==> src/rtl/spike_arbiter.sv <==
// Round-robin arbiter serializing single-cycle neuron spikes onto one
// valid/ready synapse channel, with saturating count of overlapping spikes.
module spike_arbiter #(
    parameter int N_NEURONS  = 2,
    parameter int ID_W       = 1,
    parameter int GAP_CYCLES = 0,
    parameter int DROP_W     = 8
) (
    input  logic                 clk,
    input  logic                 reset,
    input  logic [N_NEURONS-1:0] spike_in,
    input  logic                 out_ready,
    output logic                 out_valid,
    output logic [ID_W-1:0]      out_id,
    output logic [N_NEURONS-1:0] pending,
    output logic [DROP_W-1:0]    drop_count,
    output logic                 busy
);

    typedef enum logic [1:0] {
        ST_IDLE,
        ST_OFFER,
        ST_GAP
    } state_t;

    state_t                 r_state;
    state_t                 w_state_nxt;
    logic [ID_W-1:0]        r_out_id;
    logic [ID_W-1:0]        w_out_id_nxt;
    logic [ID_W-1:0]        r_ptr;
    logic [ID_W-1:0]        w_ptr_nxt;
    logic [ID_W-1:0]        w_winner;
    logic                   w_any;
    logic [7:0]             r_gap_cnt;
    logic [7:0]             w_gap_cnt_nxt;
    logic [N_NEURONS-1:0]   r_pending;
    logic [N_NEURONS-1:0]   w_pending_nxt;
    logic [N_NEURONS-1:0]   w_clear;
    logic [N_NEURONS-1:0]   w_rot;
    logic [DROP_W-1:0]      r_drop;
    logic [DROP_W-1:0]      w_drop_nxt;
    logic [3:0]             w_drop_inc;
    logic [DROP_W+3:0]      w_drop_sum;
    logic                   w_hs;

    assign w_hs = (r_state == ST_OFFER) && out_ready;

    // Rotate pending so bit 0 is the pointer position; first set bit wins.
    always_comb begin
        w_rot    = N_NEURONS'({r_pending, r_pending} >> r_ptr);
        w_any    = 1'b0;
        w_winner = '0;
        for (int unsigned k = 0; k < N_NEURONS; k++) begin
            if (!w_any && w_rot[k]) begin
                w_any    = 1'b1;
                w_winner = ID_W'((32'(r_ptr) + k) % N_NEURONS);
            end
        end
    end

    always_comb begin
        w_ptr_nxt = r_ptr;
        if (w_hs) begin
            if (r_out_id == ID_W'(N_NEURONS - 1)) begin
                w_ptr_nxt = '0;
            end else begin
                w_ptr_nxt = r_out_id + ID_W'(1);
            end
        end
    end

    // A spike landing on its own bit's clear cycle re-arms it and is not a drop.
    always_comb begin
        w_clear    = '0;
        w_drop_inc = '0;
        for (int unsigned i = 0; i < N_NEURONS; i++) begin
            w_clear[i] = w_hs && (r_out_id == ID_W'(i));
            if (spike_in[i] && r_pending[i] && !w_clear[i]) begin
                w_drop_inc = w_drop_inc + 4'd1;
            end
        end
        w_pending_nxt = (r_pending & ~w_clear) | spike_in;
        w_drop_sum    = (DROP_W+4)'(r_drop) + (DROP_W+4)'(w_drop_inc);
        if (w_drop_sum > (DROP_W+4)'({DROP_W{1'b1}})) begin
            w_drop_nxt = '1;
        end else begin
            w_drop_nxt = DROP_W'(w_drop_sum);
        end
    end

    always_comb begin
        w_state_nxt   = r_state;
        w_out_id_nxt  = r_out_id;
        w_gap_cnt_nxt = r_gap_cnt;
        case (r_state)
            ST_IDLE: begin
                if (w_any) begin
                    w_state_nxt  = ST_OFFER;
                    w_out_id_nxt = w_winner;
                end
            end
            ST_OFFER: begin
                if (out_ready) begin
                    if (GAP_CYCLES > 0) begin
                        w_state_nxt   = ST_GAP;
                        w_gap_cnt_nxt = 8'(GAP_CYCLES);
                    end else begin
                        w_state_nxt = ST_IDLE;
                    end
                end
            end
            ST_GAP: begin
                w_gap_cnt_nxt = r_gap_cnt - 8'd1;
                if (r_gap_cnt <= 8'd1) begin
                    w_state_nxt = ST_IDLE;
                end
            end
            default: begin
                w_state_nxt = ST_IDLE;
            end
        endcase
    end

    always_ff @(posedge clk) begin
        if (reset) begin
            r_state   <= ST_IDLE;
            r_out_id  <= '0;
            r_ptr     <= '0;
            r_gap_cnt <= '0;
            r_pending <= '0;
            r_drop    <= '0;
        end else begin
            r_state   <= w_state_nxt;
            r_out_id  <= w_out_id_nxt;
            r_ptr     <= w_ptr_nxt;
            r_gap_cnt <= w_gap_cnt_nxt;
            r_pending <= w_pending_nxt;
            r_drop    <= w_drop_nxt;
        end
    end

    assign out_valid  = (r_state == ST_OFFER);
    assign out_id     = r_out_id;
    assign pending    = r_pending;
    assign drop_count = r_drop;
    assign busy       = (r_state != ST_IDLE) || (|r_pending);

endmodule

==> config.mk <==
export PLATFORM = sky130hd
export DESIGN_NAME = spike_arbiter
export DESIGN_NICKNAME = d
export VERILOG_FILES = /design/src/rtl/spike_arbiter.sv
export SDC_FILE = /design/constraint.sdc
export NUM_CORES = 1
export LEC_CHECK = 0
export BUFFER_PORTS_ARGS = -buffer_cell sky130_fd_sc_hd__clkbuf_2
export CORE_AREA = 4 4 41 43
export CTS_BUF_LIST = sky130_fd_sc_hd__clkbuf_8
export DETAILED_ROUTE_END_ITERATION = 8
export DIE_AREA = 0 0 45 47
export HOLD_SLACK_MARGIN = 0.12
export PLACE_DENSITY = 0.71
export SLEW_MARGIN = 40
export SYNTH_ARGS = -nofsm -noshare
export SYNTH_HDL_FRONTEND = slang
export SYNTH_SLANG_ARGS = --single-unit
==> constraint.sdc <==
create_clock -name clk -period 3 [get_ports clk]
set_input_delay 0 -clock clk [delete_from_list [all_inputs] [get_ports clk]]
set_output_delay 0 -clock clk [all_outputs]
set_load 0.05 [all_outputs]
# == Yosys cells after proc, flatten, opt, wreduce, memory -nomap -nowiden ==
# Cells that the tools add are included.
# totals
register_bits,22
input_bits,5
output_inout_bits,13
word_cells,52
# op_classes
add_sub_neg,5
order_cmp,2
eq_ne,5
shifts,1
mux,12
n_bitwise,4
reduce_logical,17
# ops
operator,n
8-bit by 4-bit adder with 9-bit output,1
"9-bit by 8-bit > comparator with 1-bit output, second input constant",1
"8-bit by 1-bit less-or-equal comparator with 1-bit output, second input constant",1
1-bit logical AND,8
8-bit 2-to-1 mux,1
"8-bit by 1-bit subtractor with 8-bit output, second input constant",1
1-bit 2-to-1 mux,6
2-bit 2-to-1 mux,3
"2-bit != test, second input constant",3
2-bit case mux with 3 select lines,1
"4-bit by 1-bit adder with 4-bit output, second input constant",1
4-bit 2-to-1 mux,1
4-bit by 1-bit right shift with 2-bit output,1
1-bit zero test,3
3-bit AND reduction,1
"1-bit adder, second input constant",2
2-bit AND,1
"2-bit by 1-bit equality test with 1-bit output, second input constant",1
"2-bit equality test, second input constant",1
2-bit zero test,1
2-bit inverter,1
2-bit bitwise OR,1
2-bit AND reduction,1
2-bit nonzero test,1
other kinds (3),3

# == Logic depth before layout (Yosys ltp) ==
# Gate-level depths: netlist (run 1).
# depth
depth_word,11
depth_mapped,9
depth_no_buf,9

# == Least setup slack after synthesis (run 1) ==
# OpenSTA, ideal clock, no wires.
# synth_timing
path_kind,reg2reg
startpoint,register r_state[0]
endpoint,register r_drop[7] (netlist: drop_count[7])
setup_time_ns,0.116
arrival_time_ns,2.609
required_time_ns,2.884
path_slack_ns,0.275
path_stages_with_launch,9
path_buffers,0
period_less_slack_ns,2.725
path_cell_list,dfxtp_1 > nand2_1 > o21ai_0 > nor2_1 > ha_1 > ha_1 > fa_1 > or4_1 > o211a_1
# synth_between
elab_chain_len,11
word_cells_on_any_way,14
cone_classes,add/sub: 2; order compare: 1; eq/ne: 1; mux: 3; reduce/logical: 7
# synth_lines
item,line,text
from (decl),26,state_t r_state;
from (signal assigned),133,r_state <= w_state_nxt;
2-bit by 1-bit equality test with 1-bit output *,46,assign w_hs = (r_state == ST_OFFER) && out_ready;
1-bit logical AND *,46,
1-bit logical AND,77,w_clear[i] = w_hs && (r_out_id == ID_W'(i));
1-bit zero test,78,if (spike_in[i] && r_pending[i] && !w_clear[i]) begin
1-bit logical AND,78,
1-bit 2-to-1 mux,78,
4-bit by 1-bit adder with 4-bit output,79,w_drop_inc = w_drop_inc + 4'd1;
4-bit 2-to-1 mux *,78,
8-bit by 4-bit adder with 9-bit output *,83,w_drop_sum = (DROP_W+4)'(r_drop) + (DROP_W+4)'(w_drop_inc);
9-bit by 8-bit > comparator with 1-bit output,84,if (w_drop_sum > (DROP_W+4)'({DROP_W{1'b1}})) begin
8-bit 2-to-1 mux *,84,
to (signal assigned),138,r_drop <= w_drop_nxt;
to (decl),40,logic [DROP_W-1:0] r_drop;
# Mark *: on every way between the ends. The rest lies on a longest branch, timed or not.
# A chain may end at the register's enable or synchronous reset.

# == Worst setup path in the final report (run 1) ==
# Same ends and word-level chain as after synthesis.

==> out/qor.yml, run 1 <==
run_status:
  status: "finished clean"
floorplan:
  rows: 13
  pin_count: 18
  core_area_mm2: 0.00130
  initial_core_util: 0.456
  die_area_mm2: 0.00212
  dieWidth_um: 45
  die_h_um: 47
pwr:
  seqPwrFrac: 0.456
  p_int_uw: 297
  pwr-share-clk: 0.359
  power_density_mw_per_mm2: 518
  swShare: 0.291
  p_sw_uw: 122
  p_leak_nw: 0.393
  comb_power_share: 0.186
  vdd_drop_max_uv: 252
synthesis:
  yosys_warnings: 0
  synth_area_leaders: "dfxtp_1, a21oi_1, ha_1"
  synthCells: 65
  syn_area_um2: 593
  yosysUniqueCellTypes: 24
  synth_seq_cells: 13
  yosysTopAreaCellShare: 0.439
  synth.avg_cell_area_um2: 9.12
  syn-num-nets: 74
  yosysTopAreaCell: "dfxtp_1"
  yosysSeqAreaShare: 0.439
sta:
  fin_ws_ns: 0.445
  rsz0062_at_grt: "no"
  layout_worst_path_cycle_share: 0.852
  clock_skew_ns: 0.00321
  hold_ws_ns: 0.540
  setup_tns_ns: 0
  slew_headroom: 0.753
  hold_viol_final: 0
  timing.fmax_ghz: 0.391
  finalSetupViolations: 0
  min_period_ns: 2.56
  slew_violations: 0
  worst_pin_slew_ns: 0.370
global_routing:
  grt.met3_usage: 0.0345
  grt_busiest_layer: "met2"
  antenna_found_initial: 0
  grt_max_degree: 12
  met2_usage: 0.277
  use_met1: 0.164
  gr-total-overflow: 0
  grt_pass1_wl_um: 2350
  grt_pass1_vias: 580
  grt_use_total: 0.156
clock_tree:
  clock_tree.root_cell: "clkbuf_8"
  clockBufferDepth: 2
  clkLatencyLatePin_ns: 0.24
  cts_inserted_buffers: 3
  cts_tree: "done"
  cts_resized: 0
  clk_pin_slew_worst_paths_ns: 0.05
  h-tree-depth: 1
  cts_sinks: 13
final_layout:
  fillers: 117
  syn_to_final_growth_pct: 36.3
  antennaDiodeCount: 0
  drive_above_1_share: 0.250
  stdcell_area_um2: 808
  layout.cells.non_filler: 107
  fin_nets: 102
setup_path:
  crit_path_start: "r_state[0]"
  arrival_ns: 2.69
  end_kind: "flop"
  reg2reg_slack_ns: 0.44
  crit_required_ns: 3.13
  critical_path_class: "flop to flop"
  r2r-start: "r_state[0]"
  start_kind: "flop"
  path_max_fanout: 8
drt:
  postRouteAntennaNets: 0
  first_pass_iters: 4
  drc: 0
  vias: 586
  wl_per_cell_um: 13.2
  drt-total-wl_um: 1410
  drt_iter0_markers: 3
  routed_via_density: 5.48
worst_hold_path:
  hp-class: "flop to flop"
  worstHoldStart: "out_id"
place:
  dpl-instance-area_um2: 693
  dp_worst_setup_slack_ns: 0.477
  place.gp.congestion: 0.711
  dpl.hpwl_um: 1000
  dpl.cell_count: 96
  io_buffers: 17
run:
  cap_violations: 0
-- stage by stage --
stage,util,total power [mW]
2_1_floorplan,-,0.245
3_3_place_gp,0.533,0.262
3_5_place_dp,0.533,0.264
4_1_cts,0.621,0.425
5_1_grt,0.621,0.439
6_report,0.621,0.419
-- final timing paths --
check,end,depth (start not counted)
hold reg to reg,out_id,2
setup / recovery,drop_count[7],8
hold / removal,out_id,2
setup reg to reg,drop_count[7],8
-- flip-flops by register name (all words and copies together) (netlist names) --
name        flops
drop_count      8
pending         2
out_id          1
r_ptr           1
r_state         1
-- logic make-up after synthesis --
| family | after synthesis | share of synthesized area |
|---|---|---|
| AND/OR/NAND/NOR | 20 | 0.207 |
| AO/OA/AOI/OAI | 19 | 0.192 |
| flip-flops | 13 | 0.439 |
| buffers and inverters | 8 | 0.0506 |
| adder cells (fa/ha/maj) | 4 | 0.0971 |
| XOR/XNOR | 1 | 0.0148 |
-- final cells by class --
cell class	instances	area (µm²)	share of cell area
tap	15	18.8	0.0232
timing repair buffer	24	155	0.192
inverter	7	26.3	0.0325
clock buffer	3	41.3	0.0511
sequential	13	260	0.322
clock inverter	1	3.75	0.00464
multi-input combinational	44	303	0.375
-- Yosys cell counts --
library cell	number
ha_1	3
dfxtp_1	13
and4_2	1
and4b_1	1
a311oi_1	1
nor3_1	2
and3_1	2
nand3_1	3
fa_1	1
o211a_1	2
nand4_1	1
clkbuf_1	1
nor2_1	2
inv_1	7
o21ai_0	4
o211ai_1	1
xnor2_1	1
nand3_2	1
a21oi_1	9
a31oi_1	2
or4_1	1
nand2_1	2
and3_2	1
or3_1	3
-- worst max-delay path, stage by stage (launching register included) --
cell and delay [ns]:
dfxtp_1 0.44, nand2_1 0.10, o21ai_0 0.22, nor2_1 0.08
ha_1 0.30, ha_1 0.21, fa_1 0.42, or4_1 0.55
o211a_1 0.14
-- timing repair --
item | 4_1_cts | 5_1_grt
hold endpoints to repair | 11 | 0
hold buffers | 7 | 0
buffers inserted | 0 | 0
-- per-layer routing --
layer	routed length, µm	part of all wire
met1	621	0.44
met3	80	0.057
met5	0	0
met4	38	0.027
met2	672	0.48
-- placed cells by master (no fill, tap or decap) --
master,instances
o21ai_0,4
nand3_2,1
dlygate4sd3_1,7
nand3_1,3
and3_2,1
nor2_1,2
and4_2,1
fa_1,1
o211ai_1,1
a31oi_1,2
ha_1,3
clkbuf_2,17
a21oi_1,9
xnor2_1,1
nand4_1,1
a311oi_1,1
nor3_1,2
and4b_1,1
and3_1,2
inv_1,8
o211a_1,2
or4_1,1
dfxtp_1,13
nand2_1,2
or3_1,3
clkbuf_8,3
-- power groups by stage --
stage / Combinational (mW) / Sequential (mW) / Clock, mW
3_5_place_dp: 0.0700 / 0.194 / 0
4_1_cts: 0.0783 / 0.191 / 0.156
6_report: 0.0779 / 0.191 / 0.150
2_1_floorplan: 0.0256 / 0.220 / 0
3_3_place_gp: 0.0681 / 0.194 / 0
5_1_grt: 0.0830 / 0.192 / 0.164
(Power assumes the default switching activity.)
==> inputs of run 2 (changes only) <==
--- a/config.mk
+++ b/config.mk
@@ -7,11 +7,11 @@
 export LEC_CHECK = 0
 export BUFFER_PORTS_ARGS = -buffer_cell sky130_fd_sc_hd__clkbuf_2
 export CORE_AREA = 4 4 41 43
-export CTS_BUF_LIST = sky130_fd_sc_hd__clkbuf_8
 export DETAILED_ROUTE_END_ITERATION = 8
 export DIE_AREA = 0 0 45 47
 export HOLD_SLACK_MARGIN = 0.12
 export PLACE_DENSITY = 0.71
+export REMOVE_ABC_BUFFERS = 1
 export SLEW_MARGIN = 40
 export SYNTH_ARGS = -nofsm -noshare
 export SYNTH_HDL_FRONTEND = slang
==> run 2 against run 1 <==
Sequential cell count is the same. Register-to-register slack worse by 0.02 ns. Via count increased by 3.1%. Cell count grew 0.93%. Global-route usage increased by 1.3 points. Non-clock buffer count rose by 1. Critical path type unchanged. Critical endpoint unchanged.
==> out/qor.yml, run 2 (synthesized netlist as in run 1, its figures left out) <==
setup_path:
  path_delay_family: "adder cells"
  critical_path_class: "flop to flop"
  end_kind: "flop"
  path_max_fanout: 8  # unchanged
  slowest_stage: "or4_1"
  cp_cell_sequence: "nand2_1 > o21ai_0 > nor2_1 > ha_1 > ha_1 > fa_1 > or4_1 > o211a_1"
  arrival_ns: 2.75  # +0.06 ns
  start_kind: "flop"
  crit_required_ns: 3.18  # +0.05 ns
  cp_num_buf_inv: 0  # unchanged
  cp_common_cell: "ha_1"
  max_stage_delay_ns: 0.54  # about the same
clock_tree:
  cts_inserted_buffers: 3  # unchanged
  cts_tree: "done"
  clock_tree.root_cell: "clkbuf_4"
  postCtsSetupBuffers: 0  # unchanged
  holdBufCountCts: 8  # +1
  cts_resized: 0  # unchanged
  clk_pin_slew_worst_paths_ns: 0.08  # +0.03 ns
  cts_sinks: 13  # unchanged
  clockBufferDepth: 2  # unchanged
  h-tree-depth: 1  # unchanged
  clkLatencyLatePin_ns: 0.28  # +0.04 ns
pwr:
  p_total_uw: 380  # -9.2%
  p_leak_nw: 0.386  # -1.7%
  vdd_drop_max_uv: 338  # +34%
  power_density_mw_per_mm2: 476  # -8.2%
place:
  place.gp.congestion: 0.732  # +3.0%
  dpl.hpwl_um: 958  # -4.6%
  dpl.cell_count: 96  # unchanged
  dpl-instance-area_um2: 693  # unchanged
  io_buffers: 17  # unchanged
final_layout:
  largest_register_ffs: 8  # unchanged
  drive_above_1_share: 0.247  # -0.00269
  fillers: 124  # +6.0%
  antennaDiodeCount: 0  # unchanged
  layout.cells.non_filler: 108  # +0.93%
  final_common_cell: "clkbuf_2"
  syn_to_final_growth_pct: 34.8
  stdcell_area_um2: 800  # -1.1%
  fin_nets: 103  # +0.98%
  final_cell_mix: "clkbuf_2, dfxtp_1, a21oi_1"
drt:
  routed_via_density: 5.59  # +2.1%
  vias: 604  # +3.1%
  wl_per_cell_um: 13.2  # about the same
  postRouteAntennaNets: 0  # unchanged
  first_pass_iters: 4  # unchanged
  drt_iter0_markers: 15  # +12
  drc: 0  # unchanged
  drt-total-wl_um: 1430  # +0.99%
global_routing:
  grt_use_total: 0.169  # +0.0131
  antenna_found_initial: 0  # unchanged
  gr-total-overflow: 0  # unchanged
  grt_pass1_wl_um: 2440  # +4.1%
  grt_max_degree: 12  # unchanged
  grt_pass1_vias: 608  # +4.8%
floorplan:
  die_h_um: 47  # unchanged
  core_area_mm2: 0.00130  # unchanged
  pin_count: 18  # unchanged
  die_area_mm2: 0.00212  # unchanged
  initial_core_util: 0.456  # unchanged
  dieWidth_um: 45  # unchanged
  rows: 13  # unchanged
sta:
  clock_skew_ns: 0.00674  # +0.00353 ns
  slew_headroom: 0.745  # -0.00797
  slew_violations: 0  # unchanged
  hold_viol_final: 0  # unchanged
  setup_tns_ns: 0  # unchanged
  worst_pin_slew_ns: 0.382  # +0.0119 ns
  rsz0062_at_grt: "no"
  finalSetupViolations: 0  # unchanged
  timing.fmax_ghz: 0.389  # -0.65%
  layout_worst_path_cycle_share: 0.857  # +0.00558
  min_period_ns: 2.57  # +0.0167 ns
run:
  cap_violations: 0  # unchanged
worst_hold_path:
  hp-class: "flop to flop"
run_status:
  status: "finished clean"
run 2: cell type report:
cell class | count | area (µm²) | share of cell area
multi-input cells | 44 | 303 | 0.379
flip-flops and latches | 13 | 260 | 0.326
repair buffers | 25 | 165 | 0.207
inverters | 7 | 26.3 | 0.0329
clock buffers | 4 | 26.3 | 0.0329
well taps | 15 | 18.8 | 0.0235
run 2: report_power, final:
part | switching, mW | internal [mW] | total, mW
clock | 0.0591 | 0.0517 | 0.111
sequential | 0.00919 | 0.181 | 0.190
combinational | 0.0531 | 0.0261 | 0.0792
run 2: tightest hold or removal path: stages (launching register included):
cell,delay [ns]
dfxtp_1,0.35
o211ai_1,0.10
a21oi_1,0.06
run 2: metal layers:
metal / vias to the layer above / part of all wire / track usage
li1: 294 / - / -
met1: 279 / 0.41 / 0.169
met2: 27 / 0.50 / 0.294
met3: 4 / 0.072 / 0.0575
met4: 0 / 0.020 / 0.123
met5: - / 0 / 0
run 2: metrics by stage:
stage,hold slack [ns],worst slack (ns),utilization
2_1_floorplan,0.0691,0.275,-
3_3_place_gp,0.224,0.539,0.533
3_5_place_dp,0.227,0.472,0.533
4_1_cts,0.561,0.448,0.614
5_1_grt,0.611,0.270,0.614
6_report,0.560,0.428,0.614
run 2: worst paths after layout:
| kind | from | slack [ns] | depth (start not counted) | end |
|---|---|---|---|---|
| worst max-delay path | r_state[0] | 0.43 | 8 | drop_count[7] |
| worst min-delay path | pending[1] | 0.56 | 2 | out_id |
| worst max register to register | r_state[0] | 0.43 | 8 | drop_count[7] |
| worst min register to register | pending[1] | 0.56 | 2 | out_id |
==> inputs of run 3 (changes only) <==
--- a/config.mk
+++ b/config.mk
@@ -6,11 +6,11 @@
 export NUM_CORES = 1
 export LEC_CHECK = 0
 export BUFFER_PORTS_ARGS = -buffer_cell sky130_fd_sc_hd__clkbuf_2
-export CORE_AREA = 4 4 41 43
+export CORE_ASPECT_RATIO = 1.2
+export CORE_MARGIN = 4
+export CORE_UTILIZATION = 35
 export DETAILED_ROUTE_END_ITERATION = 8
-export DIE_AREA = 0 0 45 47
 export HOLD_SLACK_MARGIN = 0.12
-export PLACE_DENSITY = 0.71
 export REMOVE_ABC_BUFFERS = 1
 export SLEW_MARGIN = 40
 export SYNTH_ARGS = -nofsm -noshare
==> run 3 against run 2 <==
Power is 2.8% lower. First-iteration DRC count shrank 53%. Clock-buffer cell count is the same. Non-clock buffer count stayed put. Fmax grew 2.6%. Register-to-register slack improved by 0.07 ns. Critical path depth did not move. Largest cell class unchanged. Highest routed layer unchanged.
==> out/qor.yml, run 3 (synthesized netlist as in run 1, its figures left out) <==
sta:
  min_period_ns: 2.51  # -0.0651 ns
  hold_viol_final: 0  # unchanged
  setup_tns_ns: 0  # unchanged
  slew_headroom: 0.759  # +0.0140
  clock_skew_ns: 0.00318  # -0.00356 ns
  layout_worst_path_cycle_share: 0.836  # -0.0217
  hold_ws_ns: 0.537  # -0.0230 ns
  slew_violations: 0  # unchanged
  timing.fmax_ghz: 0.399  # +2.6%
  worst_pin_slew_ns: 0.361  # -0.0209 ns
  finalSetupViolations: 0  # unchanged
  rsz0062_at_grt: "no"
global_routing:
  grt_pass1_vias: 577  # -5.1%
  grt_pass1_wl_um: 2420  # -0.86%
  grt_use_total: 0.136  # -0.0336
  gr-total-overflow: 0  # unchanged
  antenna_found_initial: 0  # unchanged
  grt_max_degree: 12  # unchanged
drt:
  vias: 564  # -6.6%
  drt_iter0_markers: 7  # -8
  wl_per_cell_um: 11.9  # -10%
  drt-total-wl_um: 1320  # -7.7%
  routed_via_density: 5.08  # -9.1%
  drc: 0  # unchanged
  postRouteAntennaNets: 0  # unchanged
  first_pass_iters: 4  # unchanged
clock_tree:
  h-tree-depth: 1  # unchanged
  cts_resized: 0  # unchanged
  clk_pin_slew_worst_paths_ns: 0.07  # about the same
  clockBufferDepth: 2  # unchanged
  clock_tree.root_cell: "clkbuf_4"
  cts_sinks: 13  # unchanged
  cts_inserted_buffers: 3  # unchanged
  cts_tree: "done"
  clkLatencyLatePin_ns: 0.26  # -0.02 ns
setup_path:
  worstRegToRegCells: 8  # unchanged
  end_kind: "flop"
  critical_path_class: "flop to flop"
  cp_common_cell: "ha_1"
  crit_path_start: "r_state[0]"
  cp_cell_sequence: "nand2_1 > o21ai_0 > nor2_1 > ha_1 > ha_1 > fa_1 > or4_1 > o211a_1"
  r2r-start: "r_state[0]"
  crit_required_ns: 3.16  # -0.02 ns
  max_stage_delay_ns: 0.53  # about the same
  rr_endpoint: "drop_count[7]"
  arrival_ns: 2.67  # -0.08 ns
  slowest_stage: "or4_1"
  start_kind: "flop"
  path_max_fanout: 8  # unchanged
  reg2reg_slack_ns: 0.49  # +0.07 ns
pwr:
  pwr-share-clk: 0.276  # -0.015
  swShare: 0.301  # -0.0176
  seqPwrFrac: 0.515  # +0.014
  p_leak_nw: 0.386  # unchanged
  p_sw_uw: 111  # -8.2%
  comb_power_share: 0.210  # +0.002
  power_density_mw_per_mm2: 460  # -3.2%
  p_int_uw: 258  # -0.26%
  vdd_drop_max_uv: 185  # -45%
floorplan:
  die_h_um: 53.1  # +13%
  dieWidth_um: 45.6  # +1.3%
  initial_core_util: 0.366  # -0.0900
  die_area_mm2: 0.00242  # +14%
  core_area_mm2: 0.00162  # +25%
  pin_count: 18  # unchanged
  rows: 16  # +3
final_layout:
  fin_nets: 103  # unchanged
  drive_above_1_share: 0.247  # unchanged
  syn_to_final_growth_pct: 35.4
  final-seq-area_um2: 260  # unchanged
  fillers: 153  # +23%
  multi_input_area_um2: 303  # unchanged
  final_cell_mix: "clkbuf_2, dfxtp_1, a21oi_1"
  antennaDiodeCount: 0  # unchanged
  largest_register_ffs: 8  # unchanged
  final_common_cell: "clkbuf_2"
worst_hold_path:
  worstHoldStart: "out_id"
  hp-class: "flop to flop"
  holdPathStages: 2  # unchanged
  hold_end: "out_id"
run_status:
  status: "finished clean"
place:
  dpl.hpwl_um: 975  # +1.8%
  io_buffers: 17  # unchanged
  place.gp.congestion: 0.675  # -7.8%
run:
  cap_violations: 0  # unchanged
## run 3: cell counts in the layout (fill, tap and decap cells not counted)
No cell type changed its count.
## run 3: timing repair
item	4_1_cts	5_1_grt
hold buffers	8	0
hold endpoints to repair	11	0
setup buffers	0	0
## run 3: worst max path at each step
stage / to / depth (start not counted)
global placement: drop_count[7] / 8
global route: drop_count[7] / 8
detailed placement: drop_count[7] / 8
finish: drop_count[7] / 8
CTS: drop_count[7] / 8
floorplan: drop_count[7] / 8
## run 3: through the flow
| stage | util | power (mW) | worst slack (ns) | cells | area, µm² |
|---|---|---|---|---|---|
| floorplan | - | 0.244 | 0.275 | 64 | 589 |
| global placement | 0.430 | 0.262 | 0.511 | 99 | 697 |
| detailed placement | 0.430 | 0.263 | 0.475 | 99 | 697 |
| CTS | 0.495 | 0.380 | 0.461 | 111 | 803 |
| global route | 0.495 | 0.398 | 0.263 | 111 | 803 |
| finish | 0.495 | 0.370 | 0.493 | 111 | 803 |
## run 3: layer usage
layer | track usage | up-vias | part of all wire
li1 | - | 292 | -
met1 | 0.156 | 256 | 0.45
met2 | 0.233 | 14 | 0.48
met3 | 0.0306 | 2 | 0.056
met4 | 0.0585 | 0 | 0.011
met5 | 0 | - | 0
## run 3: worst max-delay path, delay by kind of cell (launching register included)
kind                     cells  cell delay, ns
flip-flops                   1            0.44
adder cells (fa/ha/maj)      3            0.92
AO/OA/AOI/OAI                2            0.35
AND/OR/NAND/NOR              3            0.69
## run 3: power groups by stage
stage	Clock [mW]	Combinational (mW)	Sequential (mW)
after CTS	0.112	0.0782	0.190
final	0.102	0.0776	0.190
after global placement	0	0.0684	0.194
after global routing	0.119	0.0859	0.193
after floorplan	0	0.0240	0.220
after detailed placement	0	0.0686	0.195
## run 3: cell type report
class	count	area share
Sequential cell	13	0.324
Inverter	7	0.0327
Multi-Input combinational cell	44	0.377
Timing Repair Buffer	25	0.206
Tap cell	18	0.0280
Clock buffer	4	0.0327
